===== src/rtl/dottori_pkg.sv =====
// Shared types for the ROM download path: loader FSM states and the HPS slot
// index that carries the game ROM.
package dottori_pkg;

  typedef enum logic [2:0] {
    ST_IDLE,
    ST_LOAD,
    ST_CHECK,
    ST_READY,
    ST_FAIL
  } rom_ld_state_t;

  localparam logic [7:0] ROM_INDEX = 8'd0;

endpackage


===== src/rtl/rom_loader_cksum.sv =====
// Accepted-byte counter (saturating) and 16-bit modular byte sum. A clear
// that coincides with an accumulate seeds both with that byte.
module rom_loader_cksum #(
  parameter int CNT_W = 15
) (
  input  logic             clk,
  input  logic             nrst,
  input  logic             clr,
  input  logic             acc,
  input  logic [7:0]       data,
  output logic [CNT_W-1:0] byte_count,
  output logic [15:0]      checksum
);

  always_ff @(posedge clk) begin
    if (!nrst) begin
      byte_count <= '0;
      checksum   <= '0;
    end else if (clr) begin
      byte_count <= {{(CNT_W-1){1'b0}}, acc};
      checksum   <= acc ? {8'h00, data} : 16'h0000;
    end else if (acc) begin
      if (byte_count != '1) byte_count <= byte_count + 1'b1;
      checksum <= checksum + {8'h00, data};
    end
  end

endmodule


===== src/rtl/rom_loader.sv =====
// Bridges HPS ioctl downloads into the core's ROM write port, validates the
// image and holds the core in reset until a good image has settled.
module rom_loader
  import dottori_pkg::*;
#(
  parameter int          ADDR_W      = 14,
  parameter int          ROM_BYTES   = 16384,
  parameter int          CHECK_EN    = 1,
  parameter logic [15:0] EXPECT_SUM  = 16'h0000,
  parameter int          RELEASE_DLY = 16
) (
  input  logic              CLK_4M,
  input  logic              nRESET,
  input  logic              ioctl_download,
  input  logic [7:0]        ioctl_index,
  input  logic              ioctl_wr,
  input  logic [24:0]       ioctl_addr,
  input  logic [7:0]        ioctl_dout,
  output logic [ADDR_W-1:0] dn_addr,
  output logic [7:0]        dn_data,
  output logic              dn_wr,
  output logic              core_nreset,
  output logic              rom_ready,
  output logic              rom_error,
  output logic              loading,
  output logic [ADDR_W:0]   byte_count,
  output logic [15:0]       checksum
);

  localparam int                CNT_W    = ADDR_W + 1;
  localparam int                RC_W     = (RELEASE_DLY > 0) ? $clog2(RELEASE_DLY + 1) : 1;
  localparam logic [RC_W-1:0]   REL_MAX  = RC_W'(RELEASE_DLY);
  localparam logic [24:0]       ROM_LIM  = 25'(ROM_BYTES);
  localparam logic [CNT_W-1:0]  CNT_FULL = CNT_W'(ROM_BYTES);

  rom_ld_state_t   state, state_nxt;
  logic            rom_start, start, take, in_range, accept, drop, overrun, pass;
  logic [RC_W-1:0] rel_cnt;

  assign rom_start = ioctl_download && (ioctl_index == ROM_INDEX);
  assign start     = rom_start && (state inside {ST_IDLE, ST_READY, ST_FAIL});
  // The start cycle already counts as LOAD for an incoming byte.
  assign take      = ioctl_wr && (start || (state == ST_LOAD));
  assign in_range  = ioctl_addr < ROM_LIM;
  assign accept    = take && in_range;
  assign drop      = take && !in_range;
  assign pass      = (byte_count == CNT_FULL) && !overrun &&
                     ((CHECK_EN == 0) || (checksum == EXPECT_SUM));

  always_ff @(posedge CLK_4M) begin
    if (!nRESET) state <= ST_IDLE;
    else         state <= state_nxt;
  end

  always_comb begin
    state_nxt = state;
    case (state)
      ST_IDLE, ST_READY, ST_FAIL: if (rom_start) state_nxt = ST_LOAD;
      ST_LOAD:                    if (!ioctl_download) state_nxt = ST_CHECK;
      ST_CHECK:                   state_nxt = pass ? ST_READY : ST_FAIL;
      default:                    state_nxt = ST_IDLE;
    endcase
  end

  always_ff @(posedge CLK_4M) begin
    if (!nRESET) begin
      dn_wr   <= 1'b0;
      dn_addr <= '0;
      dn_data <= '0;
      overrun <= 1'b0;
      rel_cnt <= '0;
    end else begin
      dn_wr <= accept;
      if (accept) begin
        dn_addr <= ioctl_addr[ADDR_W-1:0];
        dn_data <= ioctl_dout;
      end
      if (start)     overrun <= drop;
      else if (drop) overrun <= 1'b1;
      // Counter parks at REL_MAX so core_nreset stays high for the rest of READY.
      if (start)                                     rel_cnt <= '0;
      else if ((state == ST_READY) && (rel_cnt != REL_MAX)) rel_cnt <= rel_cnt + 1'b1;
    end
  end

  rom_loader_cksum #(.CNT_W(CNT_W)) u_cksum (
    .clk        (CLK_4M),
    .nrst       (nRESET),
    .clr        (start),
    .acc        (accept),
    .data       (ioctl_dout),
    .byte_count (byte_count),
    .checksum   (checksum)
  );

  assign loading     = (state == ST_LOAD);
  assign rom_ready   = (state == ST_READY);
  assign rom_error   = (state == ST_FAIL);
  assign core_nreset = (state == ST_READY) && (rel_cnt == REL_MAX);

endmodule


===== config.mk =====
export PLATFORM = sky130hd
export DESIGN_NAME = rom_loader
export DESIGN_NICKNAME = d
export VERILOG_FILES = /design/src/rtl/dottori_pkg.sv /design/src/rtl/rom_loader_cksum.sv /design/src/rtl/rom_loader.sv
export SDC_FILE = /design/constraint.sdc
export NUM_CORES = 1
export LEC_CHECK = 0
export CAP_MARGIN = 20
export CORE_MARGIN = 2
export CORE_UTILIZATION = 46
export CTS_CLUSTER_SIZE = 30
export DETAILED_ROUTE_END_ITERATION = 8
export GPL_ROUTABILITY_DRIVEN = 1
export GPL_TIMING_DRIVEN = 0
export PLACE_DENSITY = 0.8
export REMOVE_ABC_BUFFERS = 1
export SLEW_MARGIN = 20
export SYNTH_ARGS = -nofsm -noshare
export SYNTH_HDL_FRONTEND = slang
export SYNTH_SLANG_ARGS = --single-unit

===== constraint.sdc =====
create_clock -name CLK_4M -period 3 [get_ports CLK_4M]
set_input_delay 0.3 -clock CLK_4M [delete_from_list [all_inputs] [get_ports CLK_4M]]
set_output_delay 0.3 -clock CLK_4M [all_outputs]
set_load 0.01 [all_outputs]

==> run summary <==
Outcome - finished clean
Routability cong. - 0.862
Worst path arrival time - 2.88 ns
First-pass GRT wire length - 12.8 mm
Hold crit path type - register to register
I/O Buffers - 102
Fin crit share - 88.9%
Tmin final - 2.67 ns
Worst IR drop on VDD - 0.293 mV
Drt initial violations - 141
I/O Pins - 103
# nets final - 543
Clock Path Buffers - 2
Worst-path clk slew - 0.06 ns
Final Max Tran Viols - 0
Post-Route Skew - 0.00832 ns
Top-area cell type share of the netlist area - 39.3%
Worst setup EP type - register
Vias in the first global route - 2902
Die height - 87.5 um
WS Path Type - input port to register
Post-synth cell types - 51
Number of flops mapped to enable cells by yosys - 0
Synthesized instance count - 389
Die Width - 87.5 um
Post-CTS setup buffer count - 0
1st-pass router iterations - 4
WL/cell - 14.0 um
ANT cells - 0
Rows - 30
Critical path peak fanout - 4
Pin count of the biggest net entering global routing - 47
GR Util All Layers - 21.2%
Yosys warns - 0
CTS tree - built
Post-layout util - 66.2%
Starting Density - 47.4%
Via count - 3105
Leak Pwr - 1.60 nW
Clk_lat worst skew - 0.35 ns
Area growth from synthesis to layout - 39.5%
DRC viols - 0
Final Hold Viols - 0
Area contributors post-synth - dfxtp_1 (39%), nand2_1 (7.8%), xor2_1 (5.7%)
GR Overflow Total - 0
Initial antenna violation count - 0
Core Region - 6760 um^2
CP startpoint kind - input port
Max Fclk - 0.375 GHz
Clock sink count - 63
Least-Margin Pin Slew - 1.03 ns
Layout cells sized above 1 - 6.54%
Post-Route WL - 7.97 mm
Ys flop type - dfxtp_1
DIE AREA - 7650 um^2
PwrDens - 401 nW/um^2
Avg Cell Area, Syn - 8.24 um^2
Endpoints failing setup - 0
H-tree Lvls - 3
Yosys reg bits - 63
Hold slack - 0.453 ns
Antenna viol nets, final - 0
Worst EP required - 3.21 ns
Cell accounting for the most synthesized area - dfxtp_1
Async S/R FF share, synth - 0%
Synthesized area - 3210 um^2
MaxCap Viol Count - 0
Via/cell ratio - 5.46
Rel. slew slack - 31.1%
Register area share after synthesis - 39.3%
Dpl hpwl - 5.63 mm
CTS buffer count - 9
Root buf cell - clkbuf_8
Unrepaired setup endpoints after global routing - false
==> cell usage after synthesis, drive strengths merged (7+ instances only) <==
cell type	instances
nor3	9
ha	12
inv	8
buf	12
dfxtp	63
nand2	67
nor2	46
nor4	11
nand3	24
xnor2	8
xor2	21
and3	9
a21oi	34
nand4	7
==> per-layer routing <==
| layer | global-route usage (%) | share of wire (%) | vias up |
|---|---|---|---|
| met2 | 35.3 | 47 | 95 |
| met4 | 7.83 | 1.7 | 0 |
| li1 | - | - | 1570 |
| met3 | 6.26 | 6.6 | 15 |
| met1 | 25.7 | 45 | 1425 |
| met5 | 0 | 0 | - |
==> flip-flops by register name (all words and copies together) (netlist names) <==
name,count
dn_data,8
overrun,1
state,3
u_cksum.checksum,16
dn_wr,1
u_cksum.byte_count,15
rel_cnt,5
dn_addr,14
==> final timing paths <==
path,slack [ns],depth (start not counted),startpoint,to
max,0.33,9,ioctl_dout[0],u_cksum.checksum[10]
min,0.45,2,dn_addr[7],dn_addr[7]
max reg2reg,0.45,8,u_cksum.checksum[0],u_cksum.checksum[10]
min reg2reg,0.45,2,dn_addr[7],dn_addr[7]
==> cell families (layout without fill, tap and decap cells) <==
kind of cell               after synthesis  count (layout)  synth area share, %
AOI/OAI and AO/OA                       65              65                 13.4
xor gates and xnor gates                29              29                 7.92
adders and majority gates               13              13                 5.31
buffers and inverters                   25             125                 3.67
DFF                                     63              63                 39.3
muxes                                    3               3                 1.05
and+or+nand+nor                        191             191                 29.3
==> power breakdown <==
| part | internal (W) | switching (W) |
|---|---|---|
| clock network | 0.000530 | 0.000321 |
| logic | 0.0000623 | 0.0000427 |
| registers | 0.000836 | 0.000000117 |
==> worst max-delay path: stages <==
cell and delay, ns:
clkdlybuf4s50_1 0.46, ha_1 0.26, fa_1 0.40, a211oi_1 0.35
o21bai_1 0.19, a2111oi_2 0.54, nor4_1 0.13, xnor2_1 0.18
nor2_1 0.06
==> stage by stage <==
step	setup slack [ns]	cell area (um^2)	std cells	power, W	setup TNS, ns
after detailed placement	-0.0225	4240	554	0.000959	-0.0816
after floorplan	0.654	3120	372	0.000886	0
final	0.333	4470	569	0.00179	0
after CTS	0.212	4470	569	0.00181	0
after global placement	-0.238	4240	554	0.000958	-2.65
after global routing	0.169	4470	569	0.00185	0
==> layout by cell type, fill, tap and decap left out, drive strengths merged, types with 5 or more instances in the layout <==
master,instances
and3,9
nor4,11
a31oi,5
ha,12
xnor2,8
nor3,9
inv,8
nor2,46
xor2,21
clkdlybuf4s50,102
nand2,67
nand4,7
a21oi,34
dfxtp,63
nand3,24
clkbuf,12
==> what timing repair did <==
action	CTS	global route
setup endpoints to repair	0	1
hold buffers	0	0
gates resized for setup	0	1
==> cell type report <==
class	instances	area, um^2
Inverter	8	30.0
Clock inverter	3	65.1
Clock buffer	12	165
Timing Repair Buffer	102	1020
Fill cell	567	2280
Multi-Input combinational cell	301	1830
Tap cell	80	100
Sequential cell	63	1260
Note: power is estimated with default switching activity, not from simulation.
